## src/rtl/stopwatch_defs.sv

```systemverilog
// Shared definitions for the stopwatch core and its command front-end:
// core status encodings, command codes, controller states and lap width.
package stopwatch_defs;

    localparam int LAP_W = 14;  // {minutes[7:0], seconds[5:0]}

    typedef enum logic [1:0] {
        STATUS_IDLE    = 2'b00,
        STATUS_RUNNING = 2'b01,
        STATUS_PAUSED  = 2'b10,
        STATUS_INVALID = 2'b11
    } status_e;

    typedef enum logic [1:0] {
        CMD_NONE,
        CMD_START,
        CMD_STOP,
        CMD_RESET
    } cmd_e;

    typedef enum logic [1:0] {
        ST_READY,
        ST_ISSUE,
        ST_WAIT_ACK
    } state_e;

endpackage

```

## src/rtl/lap_fifo.sv

```systemverilog
// Small synchronous FIFO holding lap times. Push while full is ignored
// (the caller flags the overflow); flush empties it and wins over push/pop.
module lap_fifo
    import stopwatch_defs::*;
#(
    parameter int DEPTH = 4,
    parameter int WIDTH = LAP_W
) (
    input  logic                     clk,
    input  logic                     rst_n,
    input  logic                     push_i,
    input  logic                     pop_i,
    input  logic                     flush_i,
    input  logic [WIDTH-1:0]         data_i,
    output logic [WIDTH-1:0]         data_o,
    output logic [$clog2(DEPTH):0]   count_o,
    output logic                     full_o,
    output logic                     empty_o
);

    localparam int AW = $clog2(DEPTH);
    localparam int CW = AW + 1;

    logic [WIDTH-1:0] mem_q [DEPTH];
    logic [AW-1:0]    wr_ptr_q, wr_ptr_d;
    logic [AW-1:0]    rd_ptr_q, rd_ptr_d;
    logic [CW-1:0]    count_q, count_d;
    logic             do_push, do_pop;

    assign full_o  = (count_q == CW'(DEPTH));
    assign empty_o = (count_q == '0);
    assign do_push = push_i && !full_o;
    assign do_pop  = pop_i && !empty_o;
    assign count_o = count_q;
    assign data_o  = empty_o ? '0 : mem_q[rd_ptr_q];

    // Next pointer/count values; flush overrides any same-cycle push or pop.
    always_comb begin
        // NOTE: every always_comb output gets a default first so no path leaves it unassigned (no latch).
        wr_ptr_d = wr_ptr_q;
        rd_ptr_d = rd_ptr_q;
        count_d  = count_q;
        if (flush_i) begin
            wr_ptr_d = '0;
            rd_ptr_d = '0;
            count_d  = '0;
        end else begin
            if (do_push) wr_ptr_d = wr_ptr_q + AW'(1);
            if (do_pop)  rd_ptr_d = rd_ptr_q + AW'(1);
            case ({do_push, do_pop})
                2'b10:   count_d = count_q + CW'(1);
                2'b01:   count_d = count_q - CW'(1);
                default: count_d = count_q;
            endcase
        end
    end

    // Pointer and occupancy registers.
    always_ff @(posedge clk or negedge rst_n) begin
        // NOTE: clocked state uses non-blocking (<=) so every flop samples pre-edge values.
        if (!rst_n) begin
            wr_ptr_q <= '0;
            rd_ptr_q <= '0;
            count_q  <= '0;
        end else begin
            wr_ptr_q <= wr_ptr_d;
            rd_ptr_q <= rd_ptr_d;
            count_q  <= count_d;
        end
    end

    // Lap storage array.
    always_ff @(posedge clk) begin
        // NOTE: storage is not reset; data_o is masked to zero while empty, so stale entries never leak out.
        if (do_push && !flush_i) mem_q[wr_ptr_q] <= data_i;
    end

endmodule

```

## src/rtl/stopwatch_cmd_ctrl.sv

```systemverilog
// Button front-end for the stopwatch core: synchronizes two buttons,
// turns rising edges into start/stop/reset pulses checked against the
// core status, and buffers lap times for a valid/ready consumer.
module stopwatch_cmd_ctrl
    import stopwatch_defs::*;
#(
    parameter int DEPTH       = 4,
    parameter int ACK_TIMEOUT = 15
) (
    input  logic                     clk,
    input  logic                     rst_n,
    input  logic                     btn_ss,
    input  logic                     btn_lr,
    input  logic [7:0]               minutes,
    input  logic [5:0]               seconds,
    input  logic [1:0]               status,
    output logic                     start,
    output logic                     stop,
    output logic                     reset,
    output logic                     lap_valid,
    output logic [LAP_W-1:0]         lap_data,
    input  logic                     lap_ready,
    output logic [$clog2(DEPTH):0]   lap_count,
    output logic                     lap_ovf,
    output logic                     cmd_err
);

    localparam int TW = $clog2(ACK_TIMEOUT + 1);

    logic [1:0]    ss_sync_q, lr_sync_q;
    logic          ss_prev_q, lr_prev_q;
    logic          ss_edge_q, lr_edge_q;
    state_e        state_q, state_d;
    cmd_e          cmd_q, cmd_d;
    status_e       exp_q, exp_d;
    logic [TW-1:0] timer_q, timer_d;
    logic          err_q, err_d;
    logic          ovf_q, ovf_d;
    logic          lap_push, lap_flush;
    logic          fifo_full, fifo_empty;
    status_e       status_s;

    assign status_s = status_e'(status);

    // Two-flop synchronizers followed by registered rising-edge detectors.
    always_ff @(posedge clk or negedge rst_n) begin
        if (!rst_n) begin
            ss_sync_q <= '0;
            lr_sync_q <= '0;
            ss_prev_q <= 1'b0;
            lr_prev_q <= 1'b0;
            ss_edge_q <= 1'b0;
            lr_edge_q <= 1'b0;
        end else begin
            ss_sync_q <= {ss_sync_q[0], btn_ss};
            lr_sync_q <= {lr_sync_q[0], btn_lr};
            ss_prev_q <= ss_sync_q[1];
            lr_prev_q <= lr_sync_q[1];
            ss_edge_q <= ss_sync_q[1] && !ss_prev_q;
            lr_edge_q <= lr_sync_q[1] && !lr_prev_q;
        end
    end

    // Command FSM: decode edges in READY, pulse in ISSUE, await status in WAIT_ACK.
    always_comb begin
        state_d   = state_q;
        cmd_d     = CMD_NONE;
        exp_d     = exp_q;
        timer_d   = timer_q;
        err_d     = err_q;
        lap_push  = 1'b0;
        lap_flush = 1'b0;
        case (state_q)
            ST_READY: begin
                timer_d = '0;
                // start/stop edge has priority; a simultaneous lap/reset edge is dropped
                if (ss_edge_q) begin
                    case (status_s)
                        STATUS_RUNNING: begin
                            cmd_d   = CMD_STOP;
                            exp_d   = STATUS_PAUSED;
                            state_d = ST_ISSUE;
                        end
                        STATUS_IDLE, STATUS_PAUSED: begin
                            cmd_d   = CMD_START;
                            exp_d   = STATUS_RUNNING;
                            state_d = ST_ISSUE;
                        end
                        default: err_d = 1'b1;
                    endcase
                end else if (lr_edge_q) begin
                    case (status_s)
                        STATUS_RUNNING: lap_push = 1'b1;
                        STATUS_PAUSED: begin
                            cmd_d     = CMD_RESET;
                            exp_d     = STATUS_IDLE;
                            state_d   = ST_ISSUE;
                            lap_flush = 1'b1;
                        end
                        STATUS_IDLE: lap_flush = 1'b1;
                        default:     err_d = 1'b1;
                    endcase
                end
            end
            ST_ISSUE: begin
                // the pulse register is high during this state; clearing it ends the pulse
                timer_d = '0;
                state_d = ST_WAIT_ACK;
            end
            ST_WAIT_ACK: begin
                if (status_s == exp_q) begin
                    state_d = ST_READY;
                end else if (timer_q == TW'(ACK_TIMEOUT - 1)) begin
                    err_d   = 1'b1;
                    state_d = ST_READY;
                end else begin
                    timer_d = timer_q + TW'(1);
                end
            end
            default: state_d = ST_READY;
        endcase
    end

    // Sticky overflow: set by a capture into a full buffer, cleared by flush.
    always_comb begin
        ovf_d = ovf_q;
        if (lap_flush) begin
            ovf_d = 1'b0;
        end else if (lap_push && fifo_full) begin
            ovf_d = 1'b1;
        end
    end

    // FSM, pulse, timeout and sticky-flag registers.
    always_ff @(posedge clk or negedge rst_n) begin
        if (!rst_n) begin
            state_q <= ST_READY;
            cmd_q   <= CMD_NONE;
            exp_q   <= STATUS_IDLE;
            timer_q <= '0;
            err_q   <= 1'b0;
            ovf_q   <= 1'b0;
        end else begin
            state_q <= state_d;
            cmd_q   <= cmd_d;
            exp_q   <= exp_d;
            timer_q <= timer_d;
            err_q   <= err_d;
            ovf_q   <= ovf_d;
        end
    end

    // A single encoded command register keeps the three pulses mutually exclusive.
    assign start   = (cmd_q == CMD_START);
    assign stop    = (cmd_q == CMD_STOP);
    assign reset   = (cmd_q == CMD_RESET);
    assign lap_ovf = ovf_q;
    assign cmd_err = err_q;

    lap_fifo #(
        .DEPTH (DEPTH),
        .WIDTH (LAP_W)
    ) u_lap_fifo (
        .clk     (clk),
        .rst_n   (rst_n),
        .push_i  (lap_push),
        .pop_i   (lap_ready),
        .flush_i (lap_flush),
        .data_i  ({minutes, seconds}),
        .data_o  (lap_data),
        .count_o (lap_count),
        .full_o  (fifo_full),
        .empty_o (fifo_empty)
    );

    assign lap_valid = !fifo_empty;

endmodule

```

## config.mk

```make
export PLATFORM = sky130hd
export DESIGN_NAME = stopwatch_cmd_ctrl
export DESIGN_NICKNAME = d
export VERILOG_FILES = /design/src/rtl/stopwatch_defs.sv /design/src/rtl/lap_fifo.sv /design/src/rtl/stopwatch_cmd_ctrl.sv
export SDC_FILE = /design/constraint.sdc
export NUM_CORES = 1
export LEC_CHECK = 0
export ABC_AREA = 1
export BUFFER_PORTS_ARGS = -buffer_cell sky130_fd_sc_hd__buf_4
export CAP_MARGIN = 20
export CORE_MARGIN = 3
export CORE_UTILIZATION = 62
export DETAILED_ROUTE_END_ITERATION = 8
export PLACE_DENSITY_LB_ADDON = 0.12
export SYNTH_ARGS = -nofsm -noshare
export SYNTH_HDL_FRONTEND = slang
export SYNTH_HIERARCHICAL = 1
export SYNTH_SLANG_ARGS = --single-unit
```

## constraint.sdc

```tcl
create_clock -name clk -period 3.4 [get_ports clk]
set_input_delay 0.17 -clock clk [delete_from_list [all_inputs] [get_ports clk]]
set_output_delay 0.17 -clock clk [all_outputs]
set_load 0.02 [all_outputs]
```

# Word-level counts from Yosys, hierarchy flattened
# Memory sizes are Yosys's and may differ from the RTL's.
# Index checks and enable logic that the tools add are counted.
# op_classes
n_addsub,5
n_eq_ne,20
muxes,44
reduce_logical,29
# ops
operator,n
$mux 2,17
$mux 1,17
$mux 14,1
$reduce_bool 2->1,7
$reduce_and 4->1,3
$eq 2x2->1 const B,5
$ne 3x3->1 const B,3
$eq 2x1->1 const B,4
$mux 4,2
$pmux 2 s2,2
$pmux 4 s2,1
$logic_and 1x1->1,6
$ne 2x2->1 const B,3
$ne 3x2->1 const B,2
$pmux 2 s3,1
$pmux 3 s2,1
$logic_not 1->1,5
$add 2x1->2 const B,2
$add 4x1->4 const B,1
$eq 4x4->1 const B,1
$logic_not 2->1,2
$reduce_or 2->1,2
$add 3x1->3 const B,1
$eq 3x3->1 const B,1
other kinds (8),8
# totals
register_bits,27
mem_bits_rw,56
output_inout_bits,23
word_cells,114
memories,1
# mem_list
memory,depth,width,read_ports,rd_clocked_by_memory_dff,write_ports,line_no,source
u_lap_fifo.mem_q,4,14,1,0,1,lap_fifo.sv:24,logic [WIDTH-1:0] mem_q [DEPTH];

# Logic depth before layout (Yosys ltp)
# Gate-level depths: netlist of the first run.
# logic_depth
word_depth,10
ltp_mapped,13
mapped_depth_nobuf,12

# Cells and area by module
# Netlist of the first run, hierarchy kept.
# by_module_without_submodules
mod,n_inst,cells_per_inst,area_per_inst_um2
lap_fifo,1,235,2761.4
stopwatch_cmd_ctrl,1,118,978.4

# Worst setup path before layout of the first run
# Ideal clock, no wire load.
# synth_path
kind,register to register
startpoint,reg state_q[1]
endpoint,"mem u_lap_fifo/mem_q[0][0] (netlist name), enable pin"
t_arrival_ns,1.877
slack_ns,1.138
path_stages_with_launch,9
path_buffers,1
cell_sequence,dfrtp_1 buf_6 nor2_4 nand3_1 nor2_1 inv_1 a21oi_2 nand2_1 nor2_1
# synth_via
elab_chain_cells,6
elab_cells_between_ends,8
# synth_lines
element,line_no,source
"start, declared",stopwatch_cmd_ctrl.sv:33,"state_e state_q, state_d;"
"start signal, assigned",stopwatch_cmd_ctrl.sv:144,state_q <= state_d;
$logic_not 2->1,stopwatch_cmd_ctrl.sv:73,case (state_q)
$mux 1,stopwatch_cmd_ctrl.sv:73,
named net lap_push,stopwatch_cmd_ctrl.sv:39,"logic lap_push, lap_flush;"
$logic_and 1x1->1,lap_fifo.sv:32,assign do_push = push_i && !full_o;
$logic_and 1x1->1,lap_fifo.sv:75,if (do_push && !flush_i) mem_q[wr_ptr_q] <= data_i;
$mux 1,lap_fifo.sv:75,
$mux 1 (implied by the code),lap_fifo.sv:75,
"end, declared",lap_fifo.sv:24,
# The timed path passes the listed nets, and every way through them passes these cells.

# Worst setup path after layout of the first run
# layout_path
startpoint,reg state_q[1]
endpoint,"mem u_lap_fifo/mem_q[1][2] (netlist name), enable pin"
# The elaborated chain is that of the path after synthesis.

==> results_dict.tcl, run 1 <==
set metrics [dict create \
    clkSlewWorstSetupHoldPaths_ns 0.09 \
    fin_util_pct 75.95 \
    synth-main-ff-cell "edfxtp_1" \
    ir_drop_mv 0.5433 \
    crit_type "flip-flop to flip-flop" \
    cts_buffers 9 \
    synth-seq-cells 83 \
    grt_pass1_wl_um 11940 \
    synthArstFlopShare_pct 32.53 \
    initial_utilization_pct 65.90 \
    multi_input_area_um2 1116 \
    synth_warnings 6 \
    yosysSeqAreaShare_pct 63.03 \
    dr.pass1.iters 4 \
    synth_top_area_share_pct 44.96 \
    slew_headroom_pct 52.04 \
    rows 27 \
    synth_edf_count 56 \
    die-area_um2 7000 \
    cts_tree "done" \
    num_antenna_cells 0 \
    period_needed_ns 2.679 \
    fmax_mhz 373.3 \
    grt_overflow 0 \
    leakage_nw 1.829 \
    drt_iter0_drc 141 \
    io_pins 44 \
    root_buffer "clkbuf_8" \
    arrival_ns 2.74 \
    drc 0 \
    grt_pass1_vias 2511 \
    ctsHtreeMaxLevel 3 \
    port_buffers 43 \
    drt_wl_total_um 7267 \
    cp.required_ns 3.46 \
    antenna_found_initial 0 \
    nets 433 \
    finalInstanceArea_um2 4310 \
    setup_violations 0 \
    synth_cell_types 30 \
    synth_area_leaders "edfxtp_1 (45%), dfrtp_1 (18%), nor2_1 (7.2%)" \
    syn-instance-count 353 \
    fp.dieH_um 83.67 \
    end_kind "flip-flop" \
    power.density_nw_per_um2 785.7 \
    ff2ff_setup_slack_ns 0.72 \
    grt_max_degree 30 \
    fin_skew_ns 0.01071 \
    p_total_mw 3.387 \
    rsz0062_at_grt "false" \
    drive_gt1_share_pct 24.39 \
    clk_latency_ns 0.35 \
    seq_area_um2 2357 \
    dp_hpwl_um 4878 \
    ctsLongestPathBuffers 2 \
    avgSynthCellArea_um2 10.59 \
    drv_slew 0 \
    fp.dieW_um 83.67 \
    place_congestion 0.8428 \
    ys_top_cells_by_count "nor2_1 (72), edfxtp_1 (56), nand2_1 (45), inv_1 (32), dfrtp_1 (27)" \
    holdWs_ns 0.01382 \
    fillers 386 \
    place_area_um2 4083 \
    fin_tns_setup_ns 0 \
    core_um2 5675 \
    syn_nets 381 \
    crit_fanout 10 \
    netlist_area_um2 3740 \
    period_share_pct 78.79 \
    cp-start-kind "flip-flop" \
    cap_viol_max_count 0 \
    clkSinkCount 83 \
    ctsResizeCount 0 \
    status "finished clean" \
    ant_nets 0 \
    viasPerCell 5.402 \
    wl_per_cell_um 15.08 \
    gr-usage-all-layers_pct 22.04 \
    hold_viol 0 \
    hold_path.class "input pin to flip-flop" \
    yosysMostFrequentCell "nor2_1" \
    dr_total_vias 2604 \
    yosysTopAreaCell "edfxtp_1" \
    worst_slew_pin_slew_ns 0.7187 \
    area_growth_pct 15.26 \
]
power breakdown:
| group | switching [mW] | internal, mW | leakage (nW) |
|---|---|---|---|
| Sequential | 0.161 | 1.17 | 0.841 |
| Clock | 0.360 | 0.271 | 0.0766 |
| Combinational | 0.879 | 0.547 | 0.911 |
cell families after synthesis:
family,after synthesis,share of synthesized area (%)
buffers and inverters,53,7.126
adders and majority gates,7,2.543
xor gates and xnor gates,2,0.4685
AOI/OAI and AO/OA,52,8.163
and+or+nand+nor,156,18.67
DFF,83,63.03
per-stage QoR:
stage | setup slack [ns] | std cells
floorplan | 1.138 | 353
global placement | 0.9121 | 461
detailed placement | 0.7561 | 461
CTS | 0.7541 | 480
global route | 0.4724 | 482
finish | 0.7210 | 482
layer usage:
| metal | part of all wire [%] | up-vias | global-route usage [%] | wire [µm] |
|---|---|---|---|---|
| met5 | 0 | - | 0 | 0 |
| met2 | 49 | 75 | 34.27 | 3570 |
| met4 | 1.2 | 0 | 10.38 | 88 |
| li1 | - | 1260 | - | - |
| met1 | 43 | 1260 | 30.12 | 3117 |
| met3 | 6.8 | 9 | 4.245 | 491 |
repair_timing:
item,CTS,global route
endpoints found under the hold margin,29,6
hold buffers,3,2
endpoints found under the setup margin,0,0
buffers inserted,0,0
layout make-up:
class,instances,area share [%]
inverter,41,3.686
clock inverter,6,1.161
timing repair buffer,53,9.521
tap,72,2.090
clock buffer,10,2.961
sequential,83,54.69
multi-input combinational,217,25.89
worst paths after layout:
| path | startpoint | to | depth (start not counted) |
|---|---|---|---|
| max in group asynchronous | rst_n | lr_edge_q | 2 |
| min in group asynchronous | rst_n | u_lap_fifo/count_o[0] | 2 |
| max reg2reg | state_q[1] | u_lap_fifo/mem_q[1][2] | 8 |
| min | seconds[5] | u_lap_fifo/mem_q[2][5] | 1 |
| min reg2reg | lr_sync_q[0] | lr_sync_q[1] | 0 |
| max | state_q[1] | u_lap_fifo/mem_q[1][2] | 8 |
critical path: stages, from the launching register on:
cell and delay [ns]:
dfrtp_1 0.54, nor2_4 0.23, nand3_1 0.11, nor2_1 0.16
inv_1 0.07, a21oi_2 0.25, nand2_1 0.16, nor2_1 0.57
buf_4 0.30
cells in the final DEF (no fill, tap or decap), drive strengths merged:
cell	netlist	final
inv	40	41
dfrtp	27	27
or2	1	1
xnor2	1	1
ha	6	6
nor2	77	77
clkinv	1	2
clkbuf	1	10
o21ai	31	31
fa	1	1
nand2	55	55
nand3	15	15
nor3	2	2
edfxtp	56	56
nand4	5	5
dlygate4sd3	0	5
nand3b	1	1
clkinvlp	0	4
a21oi	21	21
xor2	1	1
buf	11	48
sequential cells by signal, summed over array words and instances (netlist names):
name and count:
cmd_err 1, cmd_q 2, exp_q 2, lap_ovf 1
lr_edge_q 1, lr_prev_q 1, lr_sync_q 2, ss_edge_q 1
ss_prev_q 1, ss_sync_q 2, state_q 2, timer_q 4
u_lap_fifo/count_o 3, u_lap_fifo/mem_q 56, u_lap_fifo/rd_ptr_q 2, u_lap_fifo/wr_ptr_q 2
Note: power is estimated with default switching activity, not from simulation.
==> run 2, diff against run 1 <==
--- a/config.mk
+++ b/config.mk
@@ -9,7 +9,7 @@
 export BUFFER_PORTS_ARGS = -buffer_cell sky130_fd_sc_hd__buf_4
 export CAP_MARGIN = 20
 export CORE_MARGIN = 3
-export CORE_UTILIZATION = 62
+export CORE_UTILIZATION = 52
 export DETAILED_ROUTE_END_ITERATION = 8
 export PLACE_DENSITY_LB_ADDON = 0.12
 export SYNTH_ARGS = -nofsm -noshare
==> constraint.sdc (replaced) <==
create_clock -name clk -period 2.25 [get_ports clk]
set_input_delay 0.1125 -clock clk [delete_from_list [all_inputs] [get_ports clk]]
set_output_delay 0.1125 -clock clk [all_outputs]
set_load 0.02 [all_outputs]
==> run 2 against run 1 <==
  * First-iteration DRC count rose by 18%
  * Clock skew is 0.00066 ns higher
  * Utilization shrank 9.3 points
  * Sequential share of layout area decreased by 3.2 points
  * Fmax up 31%
  * Critical path type unchanged
  * Largest power group unchanged
==> results_dict.tcl, run 2 (synthesis gave the netlist of run 1 again) <==
set metrics [dict create \
    leakage_nw 1.961 \
    initial_utilization_pct 54.44 \
    fmax_mhz 490.0 \
    area_growth_pct 22.48 \
    cp-start-kind "flip-flop" \
    ant_nets 0 \
    rows 30 \
    crit_type "flip-flop to flip-flop" \
    place_congestion 0.8297 \
    cts_buffers 9 \
    drt_iter0_drc 167 \
    nets 455 \
    num_antenna_cells 0 \
    finalInstanceArea_um2 4581 \
    grt_max_degree 30 \
    rsz0062_at_grt "false" \
    wl_per_cell_um 13.88 \
    antenna_found_initial 0 \
    crit_fanout 5 \
    arrival_ns 2.27 \
    end_kind "flip-flop" \
    drive_gt1_share_pct 25.69 \
    power.density_nw_per_um2 1180 \
    hold_viol 0 \
    grt_overflow 0 \
    port_buffers 43 \
    period_needed_ns 2.041 \
    largest_register_ffs 56 \
    fin_tns_setup_ns 0 \
    ir_drop_mv 0.7543 \
    viasPerCell 4.886 \
    status "finished clean" \
    clkSinkCount 83 \
    layout_commonest_cell "nor2_1" \
    fp.dieH_um 90.81 \
    clkSlewWorstSetupHoldPaths_ns 0.08 \
    hold_path.class "input pin to flip-flop" \
    dp_hpwl_um 4653 \
    root_buffer "clkbuf_8" \
    grt_pass1_wl_um 12420 \
    drv_slew 0 \
    cap_viol_max_count 0 \
    worst_slew_pin_slew_ns 0.4747 \
    dr.pass1.iters 4 \
    ctsLongestPathBuffers 2 \
    drt_wl_total_um 7331 \
    p_total_mw 5.404 \
    gr-usage-all-layers_pct 19.15 \
    top_register "u_lap_fifo/mem_q" \
    clk_latency_ns 0.34 \
    slew_headroom_pct 68.31 \
    core_um2 6869 \
    fp.dieW_um 90.81 \
    period_share_pct 90.71 \
    dr_total_vias 2580 \
    setup_slack_ns 0.2091 \
    die-area_um2 8246 \
    cp.required_ns 2.48 \
    ctsHtreeMaxLevel 3 \
    fin_skew_ns 0.01138 \
    final_cell_mix "nor2_1 (71), buf_4 (58), edfxtp_1 (56), nand2_1 (45), inv_1 (32)" \
    holdWs_ns 0.09594 \
    setup_violations 0 \
    io_pins 44 \
    place_area_um2 4188 \
    cts_tree "done" \
    grt_pass1_vias 2640 \
    drc 0 \
    dp_slack_ns 0.1538 \
]
-- run 2: layer usage --
metal	part of all wire, %	up-vias	global-route usage [%]
li1	-	1303	-
met1	47	1226	24.72
met2	48	43	31.81
met3	2.9	8	4.250
met4	1.5	0	7.035
met5	0	-	0
-- run 2: final cells by class --
class / instances / area, µm²
inverters: 41 / 158.9
repair buffers: 75 / 605.6
well taps: 96 / 120.1
flip-flops and latches: 83 / 2357
clock buffers: 10 / 127.6
clock inverters: 6 / 90.09
multi-input cells: 217 / 1121
fillers: 564 / 2288
-- run 2: critical path: stages, from the launching register on --
cell and delay (ns):
dfrtp_1 0.42, inv_1 0.12, nand3_1 0.12, nor2_2 0.13, nand2_2 0.10, nand2_4 0.10, inv_1 0.07, fa_2 0.42
xor2_1 0.18, nand3_1 0.10, nand2_1 0.06, nand2_1 0.05, nand2_1 0.06
-- run 2: worst paths after layout --
path | from | end | slack, ns | cells after the start
setup / recovery | ss_edge_q | u_lap_fifo/count_o[2] | 0.21 | 12
hold / removal | status[1] | state_q[0] | 0.1 | 4
setup reg to reg | ss_edge_q | u_lap_fifo/count_o[2] | 0.21 | 12
hold reg to reg | lr_sync_q[0] | lr_sync_q[1] | 0.36 | 0
max in group asynchronous | rst_n | u_lap_fifo/rd_ptr_q[0] | 1.75 | 2
min in group asynchronous | rst_n | ss_prev_q | 0.23 | 2
-- run 2: timing repair --
| action | 4_1_cts | 5_1_grt |
|---|---|---|
| endpoints found under the setup margin | 0 | 1 |
| endpoints found under the hold margin | 85 | 0 |
| resized for setup | 0 | 2 |
| hold buffers | 17 | 0 |
| setup buffers | 0 | 0 |
-- run 2: per-stage QoR --
stage	std cells	util, %
floorplan	353	-
global placement	495	60.97
detailed placement	495	60.97
CTS	528	66.61
global route	528	66.68
finish	528	66.68
-- run 2: power breakdown --
group,switching (mW),leakage (nW),internal [mW],total (mW)
Combinational,1.43,1.01,0.894,2.32
Sequential,0.164,0.841,1.77,1.93
Clock,0.526,0.108,0.628,1.15
==> run 3, diff against run 2 <==
--- a/config.mk
+++ b/config.mk
@@ -8,7 +8,6 @@
 export ABC_AREA = 1
 export BUFFER_PORTS_ARGS = -buffer_cell sky130_fd_sc_hd__buf_4
 export CAP_MARGIN = 20
-export CORE_MARGIN = 3
 export CORE_UTILIZATION = 52
 export DETAILED_ROUTE_END_ITERATION = 8
 export PLACE_DENSITY_LB_ADDON = 0.12
==> run 3 against run 2 <==
  * Final cell count is 0.38% lower
  * Final area is 0.41% higher
  * Sequential power hardly changed
  * Critical endpoint unchanged
  * Largest cell class unchanged
==> results_dict.tcl, run 3 (synthesis gave the netlist of run 1 again) <==
set metrics [dict create \
    end_kind "flip-flop" \
    initial_utilization_pct 54.44 \
    crit_type "flip-flop to flip-flop" \
    antenna_found_initial 0 \
    ctsHtreeMaxLevel 3 \
    fp.dieH_um 86.81 \
    fin_util_pct 66.96 \
    p_total_mw 5.369 \
    dp_hpwl_um 4288 \
    final_cell_mix "nor2_1 (71), edfxtp_1 (56), buf_4 (53), nand2_1 (45), inv_1 (32)" \
    ctsLongestPathBuffers 2 \
    gr-usage-all-layers_pct 20.07 \
    grt_pass1_wl_um 11170 \
    dr_total_vias 2542 \
    p_comb_share_pct 43.0 \
    reg2regPathDepth 12 \
    holdWs_ns 0.08614 \
    fmax_mhz 478.5 \
    die-area_um2 7535 \
    dr.pass1.iters 4 \
    p_seq_share_pct 35.4 \
    fp.dieW_um 86.81 \
    drive_gt1_share_pct 25.12 \
    wl_per_cell_um 12.94 \
    fin_tns_setup_ns 0 \
    grt_max_degree 30 \
    viasPerCell 4.833 \
    core_um2 6869 \
    cap_viol_max_count 0 \
    clkSinkCount 83 \
    clockPowerShare_pct 21.6 \
    rows 30 \
    cts_setup_buffers 0 \
    hold_path.class "input pin to flip-flop" \
    hold_viol 0 \
    root_buffer "clkbuf_8" \
    io_pins 44 \
    drt_iter0_drc 114 \
    worstHoldPathCells 4 \
    leakage_nw 1.954 \
    place_congestion 0.8743 \
    ir_drop_mv 0.6165 \
    rsz0062_at_grt "false" \
    num_antenna_cells 0 \
    drc 0 \
    largest_register_ffs 56 \
    p_int_mw 3.298 \
    fillers 521 \
    grt_overflow 0 \
    top_register "u_lap_fifo/mem_q" \
    fin_skew_ns 0.006513 \
    cp.required_ns 2.49 \
    clkSlewWorstSetupHoldPaths_ns 0.08 \
    area_growth_pct 22.98 \
    clk_latency_ns 0.35 \
    setup_violations 0 \
    status "finished clean" \
    cp-start-kind "flip-flop" \
    power_switching_mw 2.071 \
    crit_fanout 5 \
    cts_buffers 9 \
    nets 453 \
    layout_commonest_cell "nor2_1" \
    grt_pass1_vias 2371 \
    cts_tree "done" \
    worst_slew_pin_slew_ns 0.4728 \
    swShare_pct 38.58 \
    period_needed_ns 2.090 \
    power.density_nw_per_um2 1167 \
    ant_nets 0 \
    drt_wl_total_um 6808 \
    port_buffers 43 \
    drv_slew 0 \
    slew_headroom_pct 68.44 \
    arrival_ns 2.33 \
    period_share_pct 92.89 \
]
[run 3: changes by cell type in the layout (fill, tap and decap cells not counted)]
cell and change:
inv_6 +1, buf_12 +3, buf_4 -5, clkinv_4 -2, clkinvlp_4 +1, fa_2 -1
fa_1 +1
[run 3: final timing paths]
kind	from	endpoint	slack [ns]
max	ss_edge_q	u_lap_fifo/count_o[2]	0.16
min	status[0]	exp_q[0]	0.09
max reg2reg	ss_edge_q	u_lap_fifo/count_o[2]	0.16
min reg2reg	ss_sync_q[0]	ss_sync_q[1]	0.35
max in group asynchronous	rst_n	timer_q[3]	1.79
min in group asynchronous	rst_n	ss_sync_q[0]	0.20
[run 3: power by group through the flow]
stage	registers (mW)	clock network, mW	logic, mW
after floorplan	1.93	0	1.65
after global placement	1.93	0	2.27
after detailed placement	1.93	0	2.29
after CTS	1.90	1.18	2.33
after global routing	1.92	1.24	2.56
final	1.90	1.16	2.31
[run 3: critical path: stages, from the launching register on]
cell	delay, ns
dfrtp_1	0.43
inv_1	0.13
nand3_1	0.12
nor2_2	0.13
nand2_2	0.10
nand2_4	0.10
inv_1	0.07
fa_1	0.47
xor2_1	0.18
nand3_1	0.10
nand2_1	0.06
nand2_1	0.05
nand2_1	0.05
[run 3: stage by stage]
step / instances / instance area [µm²] / setup WS, ns
floorplan: 353 / 3740 / -0.01184
global placement: 493 / 4210 / 0.2311
detailed placement: 493 / 4210 / 0.1707
CTS: 526 / 4597 / 0.1405
global route: 526 / 4599 / 0.008729
finish: 526 / 4599 / 0.1599
[run 3: area by class of cell]
cell class | instances | area (µm²) | share of cell area [%]
Tap cell | 96 | 120.1 | 2.612
Clock buffer | 10 | 127.6 | 2.775
Sequential cell | 83 | 2357 | 51.25
Timing Repair Buffer | 73 | 628.1 | 13.66
Inverter | 41 | 158.9 | 3.455
Multi-Input combinational cell | 217 | 1119 | 24.32
Clock inverter | 6 | 88.84 | 1.931
[run 3: repair_timing]
item	4_1_cts	5_1_grt
hold buffers	17	0
endpoints found under the hold margin	85	0
setup endpoints to repair	0	1
gates resized for setup	0	1
[run 3: per-layer routing]
| layer | part of all wire (%) | GRT usage (%) | vias up |
|---|---|---|---|
| met5 | 0 | 0 | - |
| met4 | 1.8 | 9.394 | 0 |
| met3 | 5.0 | 5.048 | 9 |
| met2 | 46 | 31.07 | 57 |
| met1 | 47 | 26.74 | 1177 |
| li1 | - | - | 1299 |
